`config.mk`:
```
export PLATFORM = sky130hd
export DESIGN_NAME = stack_responder
export DESIGN_NICKNAME = d
export VERILOG_FILES = /design/src/rtl/stack_responder.sv
export SDC_FILE = /design/constraint.sdc
export NUM_CORES = 1
export LEC_CHECK = 0
export CAP_MARGIN = 20
export CORE_ASPECT_RATIO = 0.8
export CORE_MARGIN = 1.5
export CORE_UTILIZATION = 30
export DETAILED_ROUTE_END_ITERATION = 8
export HOLD_SLACK_MARGIN = 0.08
export PLACE_DENSITY = 0.46
export SLEW_MARGIN = 40
export SYNTH_ARGS = -nofsm -noshare
export SYNTH_HDL_FRONTEND = slang
export SYNTH_SLANG_ARGS = --single-unit
```
`constraint.sdc`:
```
create_clock -name clock -period 3.5 [get_ports clock]
set_input_delay 0.35 -clock clock [delete_from_list [all_inputs] [get_ports clock]]
set_output_delay 0.35 -clock clock [all_outputs]
set_load 0.02 [all_outputs]
```
`src/rtl/stack_responder.sv`:
```
// Operand stack behind the control unit's stack strobe: one push or pop per
// rising edge of req_i, with top-of-stack, popped data and sticky error status.
module stack_responder #(
  parameter  int WIDTH = 16,
  parameter  int DEPTH = 16,
  localparam int CW    = $clog2(DEPTH + 1)
) (
  input  logic             clock,
  input  logic             reset,
  input  logic             req_i,
  input  logic             wren_i,
  input  logic             src_sel_i,
  input  logic [WIDTH-1:0] data_in_i,
  input  logic [WIDTH-1:0] alu_in_i,
  input  logic             clr_flags_i,
  output logic [WIDTH-1:0] data_out_o,
  output logic [WIDTH-1:0] tos_o,
  output logic [CW-1:0]    count_o,
  output logic             busy_o,
  output logic             done_o,
  output logic             full_o,
  output logic             empty_o,
  output logic             overflow_o,
  output logic             underflow_o,
  output logic             collision_o
);

  localparam int AW = $clog2(DEPTH);

  typedef enum logic [1:0] {
    S_IDLE = 2'd0,
    S_OP   = 2'd1,
    S_ACK  = 2'd2
  } state_e;

  state_e           state_q, state_d;
  logic             req_q;
  logic             start;
  logic             op_wren_q, op_wren_d;
  logic [WIDTH-1:0] op_word_q, op_word_d;
  logic [CW-1:0]    count_q, count_d;
  logic [WIDTH-1:0] data_out_q, data_out_d;
  logic             ovf_q, ovf_d;
  logic             unf_q, unf_d;
  logic             col_q, col_d;
  logic             set_ovf, set_unf, set_col;
  logic             mem_we;
  logic             full, empty;
  logic [AW-1:0]    wr_ptr, top_ptr;
  logic [WIDTH-1:0] mem [DEPTH];

  assign start   = req_i & ~req_q;
  assign full    = (count_q == CW'(DEPTH));
  assign empty   = (count_q == '0);
  assign wr_ptr  = AW'(count_q);
  assign top_ptr = AW'(count_q - CW'(1));

  always_comb begin
    state_d    = state_q;
    op_wren_d  = op_wren_q;
    op_word_d  = op_word_q;
    count_d    = count_q;
    data_out_d = data_out_q;
    mem_we     = 1'b0;
    set_ovf    = 1'b0;
    set_unf    = 1'b0;
    unique case (state_q)
      S_IDLE: begin
        if (start) begin
          op_wren_d = wren_i;
          op_word_d = src_sel_i ? alu_in_i : data_in_i;
          state_d   = S_OP;
        end
      end
      S_OP: begin
        if (op_wren_q) begin
          if (!full) begin
            mem_we  = 1'b1;
            count_d = count_q + CW'(1);
          end else begin
            set_ovf = 1'b1;
          end
        end else begin
          if (!empty) begin
            data_out_d = mem[top_ptr];
            count_d    = count_q - CW'(1);
          end else begin
            set_unf = 1'b1;
          end
        end
        state_d = S_ACK;
      end
      S_ACK:   state_d = S_IDLE;
      default: state_d = S_IDLE;
    endcase
  end

  // A new edge while an op is in flight is consumed and only flagged.
  assign set_col = start & (state_q != S_IDLE);
  assign ovf_d   = set_ovf | (ovf_q & ~clr_flags_i);
  assign unf_d   = set_unf | (unf_q & ~clr_flags_i);
  assign col_d   = set_col | (col_q & ~clr_flags_i);

  always_ff @(posedge clock) begin
    if (reset) begin
      state_q    <= S_IDLE;
      req_q      <= 1'b0;
      op_wren_q  <= 1'b0;
      op_word_q  <= '0;
      count_q    <= '0;
      data_out_q <= '0;
      ovf_q      <= 1'b0;
      unf_q      <= 1'b0;
      col_q      <= 1'b0;
    end else begin
      state_q    <= state_d;
      req_q      <= req_i;
      op_wren_q  <= op_wren_d;
      op_word_q  <= op_word_d;
      count_q    <= count_d;
      data_out_q <= data_out_d;
      ovf_q      <= ovf_d;
      unf_q      <= unf_d;
      col_q      <= col_d;
    end
  end

  // Storage is deliberately left out of reset; tos masks it while empty.
  always_ff @(posedge clock) begin
    if (mem_we) mem[wr_ptr] <= op_word_q;
  end

  assign data_out_o  = data_out_q;
  assign tos_o       = empty ? '0 : mem[top_ptr];
  assign count_o     = count_q;
  assign busy_o      = (state_q != S_IDLE);
  assign done_o      = (state_q == S_ACK);
  assign full_o      = full;
  assign empty_o     = empty;
  assign overflow_o  = ovf_q;
  assign underflow_o = unf_q;
  assign collision_o = col_q;

endmodule
```
# Word-level counts from Yosys, hierarchy flattened
# Memories as Yosys holds them, arrays and structs flattened.
# Cells that the tools add are included.
dict set report totals {
  reg_bits 44
  ram_bits 256
  inputBits 38
  out_inout_bits 44
  wordCells 54
  n_memories 1
}
# name words width rd rd_ports_with_merged_regs wr line_no
set mem_list {}
lappend mem_list {mem 16 16 1 0 1 50} ;# logic [WIDTH-1:0] mem [DEPTH];
dict set report classes {
  add_sub_neg 2
  eq_ne 6
  n_mux 18
  n_bitwise 12
  reduce_logical 6
}
# op count
set ops {}
lappend ops {{2-to-1 mux 16 bit} 2}
lappend ops {{2-to-1 mux 5 bit} 3}
lappend ops {{2-to-1 mux 1 bit} 11}
lappend ops {{inequality test 2 bit, second input constant} 3}
lappend ops {{AND reduction 3 bit} 2}
lappend ops {{adder 5 x 1 -> 5 bit, second input constant} 1}
lappend ops {{bitwise AND 1 bit} 5}
lappend ops {{== test 5 bit, second input constant} 1}
lappend ops {{zero test 5 bit} 1}
lappend ops {{subtractor 5 x 1 -> 5 bit, second input constant} 1}
lappend ops {{inverter 1 bit} 4}
lappend ops {{case mux 2 bit (2 select lines)} 1}
lappend ops {{OR 1 bit} 3}
lappend ops {{== test 2 x 1 -> 1 bit, second input constant} 1}
lappend ops {{== test 2 bit, second input constant} 1}
lappend ops {{zero test 2 bit} 1}
lappend ops {{2-to-1 mux 2 bit} 1}
lappend ops {{AND reduction 2 bit} 1}
lappend ops {{nonzero test 2 bit} 1}

# Logic depth before layout (Yosys ltp)
# Gate-level depths: netlist of the first run.
dict set report depth {
  depth_word 6
  depth_mapped 12
  mapped_depth_nobuf 7
}

# Worst setup path after synthesis of the first run
# OpenSTA, ideal clock, no wires.
dict set report synth_timing {
  kind {register -> register}
  startpoint {reg count_q[0], in the netlist count_o[0]}
  endpoint {mem mem[0][0] (enable)}
  setup_ps 409
  arrival_time_ps 3145
  required_ps 3091
  setup_slack_ps -54
  stages_incl_launch_ff 8
  n_path_buf 3
  period_less_slack_ps 3554
  path_cell_list {dfxtp_1 inv_1 clkbuf_1 clkbuf_1 ha_1 clkbuf_2 or3b_1 nor3_1}
}
dict set report synth_between {
  elab_chain_cells 6
}
# item line_no
set synth_rtl {}
lappend synth_rtl {{start: declaration} 41} ;# logic [CW-1:0] count_q, count_d;
lappend synth_rtl {{start signal: assignment} 120} ;# count_q <= count_d;
lappend synth_rtl {{== test 5 bit} 53} ;# assign full = (count_q == CW'(DEPTH));
lappend synth_rtl {{2-to-1 mux 1 bit} 77} ;# if (!full) begin
lappend synth_rtl {{2-to-1 mux 1 bit} 76} ;# if (op_wren_q) begin
lappend synth_rtl {{2-to-1 mux 1 bit} 67} ;# unique case (state_q)
lappend synth_rtl {{2-to-1 mux 1 bit} 130} ;# if (mem_we) mem[wr_ptr] <= op_word_q;
lappend synth_rtl {{2-to-1 mux 1 bit (not written as such)} 130}
lappend synth_rtl {{end: declaration} 50}
# Several ways; a longest one is shown, not always the timed one.

# Worst setup path after layout of the first run
dict set report layout_timing {
  startpoint {reg count_q[0], in the netlist count_o[0]}
  endpoint {out tos_o[6]}
}
dict set report layout_between {
  elab_chain_cells 3
  word_cells_on_any_way 4
  cone_classes {1 x add/sub; 1 x mux; 1 x reduce/logical; 1 x memory}
}
# item line_no
set layout_rtl {}
lappend layout_rtl {{subtractor 5 x 1 -> 5 bit} --}
lappend layout_rtl {{memory (16 x 16 bit)} --}
lappend layout_rtl {{2-to-1 mux 16 bit (*)} 134} ;# assign tos_o = empty ? '0 : mem[top_ptr];
lappend layout_rtl {{end: declaration} 17} ;# output logic [WIDTH-1:0] tos_o,
# Mark *: on every way between the ends. The rest lies on a longest branch, timed or not.

==> results of run 1 <==
## placed cells by master (no fill, tap or decap), drive strengths merged, types with 4 or more instances in the layout
master           n
a211oi          16
a21o            16
and2            13
and3             4
buf             43
clkbuf          45
clkdlybuf4s50   64
clkinv          12
dfxtp           44
dlygate4sd2      8
dlymetal6s2s     8
edfxtp         256
ha               5
inv              6
mux2            16
mux2i          146
nand2            4
nand3          128
nand4           34
nor2            44
nor2b            7
nor3             4
o21ai            4
o22ai           16
xnor2            4
xor2             4
## routing by layer
| layer | GRT usage (%) | part of all wire (%) | vias up |
|---|---|---|---|
| met3 | 2.52 | 3.5 | 34 |
| met2 | 24.2 | 43 | 149 |
| met1 | 24.7 | 52 | 3802 |
| li1 | - | - | 3465 |
| met5 | 0 | 0 | - |
| met4 | 3.00 | 1.2 | 0 |
## tightest hold or removal path, cell delays in order
cell,delay [ps]
buf_2,250
mux2i_1,200
a211oi_1,80
## state kept, by name, summed over array words and instances (netlist names)
register     cells
mem            256
collision_o      1
count_o          5
state_q          2
req_q            1
underflow_o      1
op_wren_q        1
data_out_o      16
overflow_o       1
op_word_q       16
## path summary, 6_finish.rpt
check,startpoint,endpoint,depth (start not counted)
worst max-delay path,count_o[0],tos_o[6],9
worst min register to register,data_out_o[1],data_out_o[1],1
worst min-delay path,src_sel_i,op_word_q[3],3
worst max register to register,count_o[0],mem[9][11],4
## repair_timing
| action | in CTS | in global routing |
|---|---|---|
| gates resized for setup | 10 | 8 |
| setup buffers | 4 | 0 |
| setup endpoints to repair | 13 | 8 |
| cloned | 1 | 0 |
| pin swaps | 2 | 0 |
## power groups by stage
stage	registers (uW)	logic [uW]	clock network [uW]
after global routing	4050	1140	3720
after CTS	4040	1080	3560
after global placement	4120	1060	0
after floorplan	4080	639	0
final	4040	1060	3470
after detailed placement	4120	1060	0
## logic make-up after synthesis
kind of cell    count (synthesis)  share of synthesized area (%)
flops                         300                           69.5
xor+xnor                        8                          0.691
fa+ha+maj                       5                          0.508
mux                           162                           13.3
simple gates                  246                           10.4
buf+inv                        66                           2.33
compound gates                 58                           3.24
## area by class of cell
type                    instances  area (um2)
flip-flops and latches        300        8570
clock buffers                  45         912
well taps                     544         681
clock inverters                17         174
inverters                       4        15.0
multi-input cells             479        3520
fillers                      3786       25300
repair buffers                124        1330
## metrics by stage
stage,std cells,total power (uW),setup slack (ps)
finish,1513,8580,259
global route,1513,8910,83.7
CTS,1513,8690,0.570
detailed placement,1446,5180,463
global placement,1446,5180,477
floorplan,845,4720,196
==> flow_metrics.env, run 1 <==
export IMPL_outcome="complete, no violations"
export IMPL_worstSetupStartpointType="register"
export IMPL_clkPwrFrac_pct=40.5
export IMPL_cts_buffers=34
export IMPL_synth_largest_area_cell="edfxtp_1"
export IMPL_avgSynthCellArea_um2=14.6
export IMPL_power_frac_comb_pct=12.3
export IMPL_synth_ff_type="edfxtp_1"
export IMPL_routabilityCongestion=0.728
export IMPL_routed_wl_um=34000
export IMPL_drive_gt1_share_pct=12.5
export IMPL_io_pins=82
export IMPL_htree_levels=2
export IMPL_hold_buffers=0
export IMPL_cap_violations=0
export IMPL_synth_nets=888
export IMPL_yosysMostFrequentCell="edfxtp_1"
export IMPL_r2r_setup_slack_ps=1130
export IMPL_areaGrowthSynthToFinish_pct=23.4
export IMPL_relSlewSlack_pct=44.2
export IMPL_switching_share_pct=24.7
export IMPL_rsz0062_at_grt="no"
export IMPL_clock_sinks=300
export IMPL_ys_seq_elements=300
export IMPL_ys_types=37
export IMPL_p_switching_uw=2120
export IMPL_setup_viol=0
export IMPL_postSynthCellCount=845
export IMPL_async_flop_share_pct=0
export IMPL_path_cells="inv_2 > ha_4 > buf_12 > mux2i_1 > nand3_1 > nand4_1 > mux2_2 > nor2_1 > dlygate4sd2_1"
export IMPL_ys_seq_area_share_pct=69.5
export IMPL_end_kind="output pin"
export IMPL_grt_pass1_wl_um=49800
export IMPL_syn_cell_area_um2=12300
export IMPL_antennaDiodeCount=0
export IMPL_layout_min_cycle_time_ps=3240
export IMPL_dp_hpwl_um=20300
export IMPL_p_seq_share_pct=47.1
export IMPL_insertion_delay_ps=520
export IMPL_grt_max_degree=69
export IMPL_rows=66
export IMPL_fp_dieH_um=184
export IMPL_slowest_stage="dfxtp_2"
export IMPL_viasPerCell=4.92
export IMPL_yosysTopAreaCellShare_pct=62.4
export IMPL_critPathMaxFanout=25
export IMPL_skew_ps=24.5
export IMPL_drcViolationCount=0
export IMPL_synth_edf_count=256
export IMPL_cts_tree="done"
export IMPL_slowest_delay_ps=380
export IMPL_p_leak_uw=0.00521
export IMPL_vias=7450
export IMPL_wl_per_cell_um=22.5
export IMPL_port_buffers=81
export IMPL_drtAntennaViolNets=0
export IMPL_whs_ps=428
export IMPL_drt_first_pass_iters=4
export IMPL_timing_setup_tns_ps=0
export IMPL_grt_pass1_vias=7198
export IMPL_crit_required_ps=3150
export IMPL_cp_buffers_inverters=3
export IMPL_antenna_found_initial=1
export IMPL_cts_root_buf="clkbuf_16"
export IMPL_initial_core_util_pct=30.4
export IMPL_grtUsageTotal_pct=16.2
export IMPL_slew_viol_final=0
export IMPL_hold_violations=0
export IMPL_cp_top_family="buffers and inverters"
export IMPL_synth_warnings=0
export IMPL_finalNetCount=986
export IMPL_period_share_pct=92.6
export IMPL_cts_buffer_depth=3
export IMPL_internal_power_uw=6460
export IMPL_gr_total_overflow=0
export IMPL_yosys_top_cells_count="edfxtp_1 (256), mux2i_1 (146), nand3_1 (128)"
export IMPL_dpl_cell_area_um2=14000
export IMPL_clk_pin_slew_ps=60
export IMPL_p_per_area_nw_per_um2=564
export IMPL_critPathKind="reg -> out"
export IMPL_worst_pin_slew_ps=836
export IMPL_drtIter0Drc=599
export IMPL_cp_arrival_ps=2890
export IMPL_fmax_mhz=309
export IMPL_synth_area_leaders="edfxtp_1 (62%), mux2i_1 (12%), dfxtp_1 (7.1%)"
export IMPL_design_area_um2=15200
export IMPL_die_area_um2=42300
export IMPL_coreArea_um2=40500
export IMPL_fin_util_pct=37.5
export IMPL_worstHoldPathType="in -> reg"
export IMPL_die_w_um=230
export IMPL_peakVddDrop_mv=0.300
No activity file was read; power rests on OpenSTA's default activity.
==> run 2: changes to the inputs <==
--- a/config.mk
+++ b/config.mk
@@ -7,10 +7,9 @@
 export LEC_CHECK = 0
 export CAP_MARGIN = 20
 export CORE_ASPECT_RATIO = 0.8
-export CORE_MARGIN = 1.5
+export CORE_MARGIN = 2
 export CORE_UTILIZATION = 30
 export DETAILED_ROUTE_END_ITERATION = 8
-export HOLD_SLACK_MARGIN = 0.08
 export PLACE_DENSITY = 0.46
 export SLEW_MARGIN = 40
 export SYNTH_ARGS = -nofsm -noshare
==> constraint.sdc (replaced) <==
create_clock -name clock -period 3.5 [get_ports clock]
set_input_delay 0.35 -clock clock [delete_from_list [all_inputs] [get_ports clock]]
set_output_delay 0.35 -clock clock [all_outputs]
set_load 0.005 [all_outputs]
==> run 2 against run 1 <==
Effect of this change:
- via count down 0.43%
- global-route usage down 0.20 points
- first-iteration DRC count fell by 3.5%
==> flow_metrics.env, run 2 (synthesis results as in run 1) <==
export IMPL_outcome="complete, no violations"
export IMPL_crit_required_ps=3150
export IMPL_fin_util_pct=37.7
export IMPL_wl_per_cell_um=22.9
export IMPL_layout_min_cycle_time_ps=3390
export IMPL_cts_buffers=31
export IMPL_drtIter0Drc=578
export IMPL_fp_dieH_um=185
export IMPL_switching_share_pct=24.9
export IMPL_internal_power_uw=6200
export IMPL_layout_common_cells="edfxtp_1 (256), mux2i_1 (146), nand3_1 (128)"
export IMPL_setup_viol=0
export IMPL_grt_max_degree=66
export IMPL_antenna_found_initial=1
export IMPL_dp_hpwl_um=20400
export IMPL_place_ws_ps=472
export IMPL_largest_register="mem"
export IMPL_dpl_cell_area_um2=14000
export IMPL_cts_root_buf="clkbuf_16"
export IMPL_htree_levels=1
export IMPL_critPathMaxFanout=9
export IMPL_insertion_delay_ps=570
export IMPL_hold_violations=0
export IMPL_port_buffers=81
export IMPL_multi_input_area_um2=3550
export IMPL_clk_pin_slew_ps=70
export IMPL_viasPerCell=4.89
export IMPL_routed_wl_um=34800
export IMPL_end_kind="output pin"
export IMPL_skew_ps=18.4
export IMPL_cts_buffer_depth=3
export IMPL_rows=66
export IMPL_coreArea_um2=40500
export IMPL_critPathKind="reg -> out"
export IMPL_cap_violations=0
export IMPL_period_share_pct=96.8
export IMPL_relSlewSlack_pct=49.2
export IMPL_seq_area_um2=8570
export IMPL_vias=7418
export IMPL_power_total_uw=8250
export IMPL_p_seq_share_pct=49.0
export IMPL_finalNetCount=992
export IMPL_peakVddDrop_mv=0.356
export IMPL_hold_buffers=0
export IMPL_die_area_um2=42700
export IMPL_fin_ws_ps=111
export IMPL_clkPwrFrac_pct=37.3
export IMPL_worstSetupStartpointType="register"
export IMPL_cts_tree="done"
export IMPL_cp_arrival_ps=3040
export IMPL_largest_reg_flops=256
export IMPL_whs_ps=382
export IMPL_routabilityCongestion=0.732
export IMPL_drcViolationCount=0
export IMPL_power_frac_comb_pct=13.7
export IMPL_fillers=3818
export IMPL_grt_pass1_wl_um=49900
export IMPL_drive_gt1_share_pct=13.5
export IMPL_worstHoldPathType="in -> reg"
export IMPL_drt_first_pass_iters=5
export IMPL_grtUsageTotal_pct=16.0
export IMPL_gr_total_overflow=0
export IMPL_design_area_um2=15300
export IMPL_p_per_area_nw_per_um2=540
export IMPL_grt_pass1_vias=7254
export IMPL_final_common_cell="edfxtp_1"
export IMPL_initial_core_util_pct=30.4
export IMPL_fmax_mhz=295
export IMPL_io_pins=82
export IMPL_drtAntennaViolNets=0
export IMPL_die_w_um=231
export IMPL_areaGrowthSynthToFinish_pct=24.1
export IMPL_slew_viol_final=0
export IMPL_worst_pin_slew_ps=761
export IMPL_p_switching_uw=2050
export IMPL_p_leak_uw=0.00516
export IMPL_clock_sinks=300
## run 2: changes by cell type in the layout (fill, tap and decap cells not counted), moves of 4 or more
| cell | previous run | this run |
|---|---|---|
| dlymetal6s2s_1 | 8 | 4 |
| dlygate4sd2_1 | 8 | 0 |
| clkdlybuf4s50_1 | 64 | 76 |
| mux2_4 | 0 | 5 |
| mux2_2 | 16 | 11 |
## run 2: power groups by stage
| stage | combinational, uW | sequential, uW | clock [uW] |
|---|---|---|---|
| floorplan | 595 | 4060 | 0 |
| global placement | 1030 | 4120 | 0 |
| detailed placement | 1020 | 4120 | 0 |
| CTS | 1040 | 4050 | 3150 |
| global route | 1210 | 4060 | 3270 |
| finish | 1130 | 4050 | 3080 |
## run 2: final cells by class
type,count,area share [%]
diodes,1,0.0164
clock buffers,46,5.77
clock inverters,11,0.352
inverters,4,0.0982
multi-input cells,479,23.2
flip-flops and latches,300,56.1
well taps,544,4.45
repair buffers,133,10.0
## run 2: repair_timing
action,CTS,global route
pin swaps,2,6
endpoints found under the setup margin,14,13
cloned,0,4
resized for setup,7,25
setup buffers,2,10
## run 2: worst max-delay path, stage by stage (launching register included)
cell and delay [ps]:
dfxtp_1 330, inv_1 90, ha_4 300, buf_12 140, buf_12 140, buf_8 160, mux2i_1 100, nand3_1 80
nand4_1 140, mux2_2 330, nor2_4 120, clkdlybuf4s50_1 510
## run 2: layer usage
metal  up-vias  track usage [%]  routed length [um]
li1       3462                -                   -
met1      3741             23.8               17300
met2       175             23.7               15200
met3        40             3.56                1800
met4         0             3.33                 506
met5         -                0                   0
## run 2: worst paths after layout
kind | endpoint | cells past startpoint | from | slack [ps]
worst max-delay path | tos_o[0] | 11 | count_o[1] | 110
worst min register to register | data_out_o[9] | 1 | data_out_o[9] | 460
worst max register to register | data_out_o[2] | 7 | count_o[1] | 910
worst min-delay path | op_word_q[13] | 3 | src_sel_i | 380
## run 2: per-stage QoR
step / setup TNS [ps] / instances
6_report: 0 / 1518
5_1_grt: -40.3 / 1517
4_1_cts: 0 / 1502
3_5_place_dp: 0 / 1443
3_3_place_gp: 0 / 1442
2_1_floorplan: 0 / 845
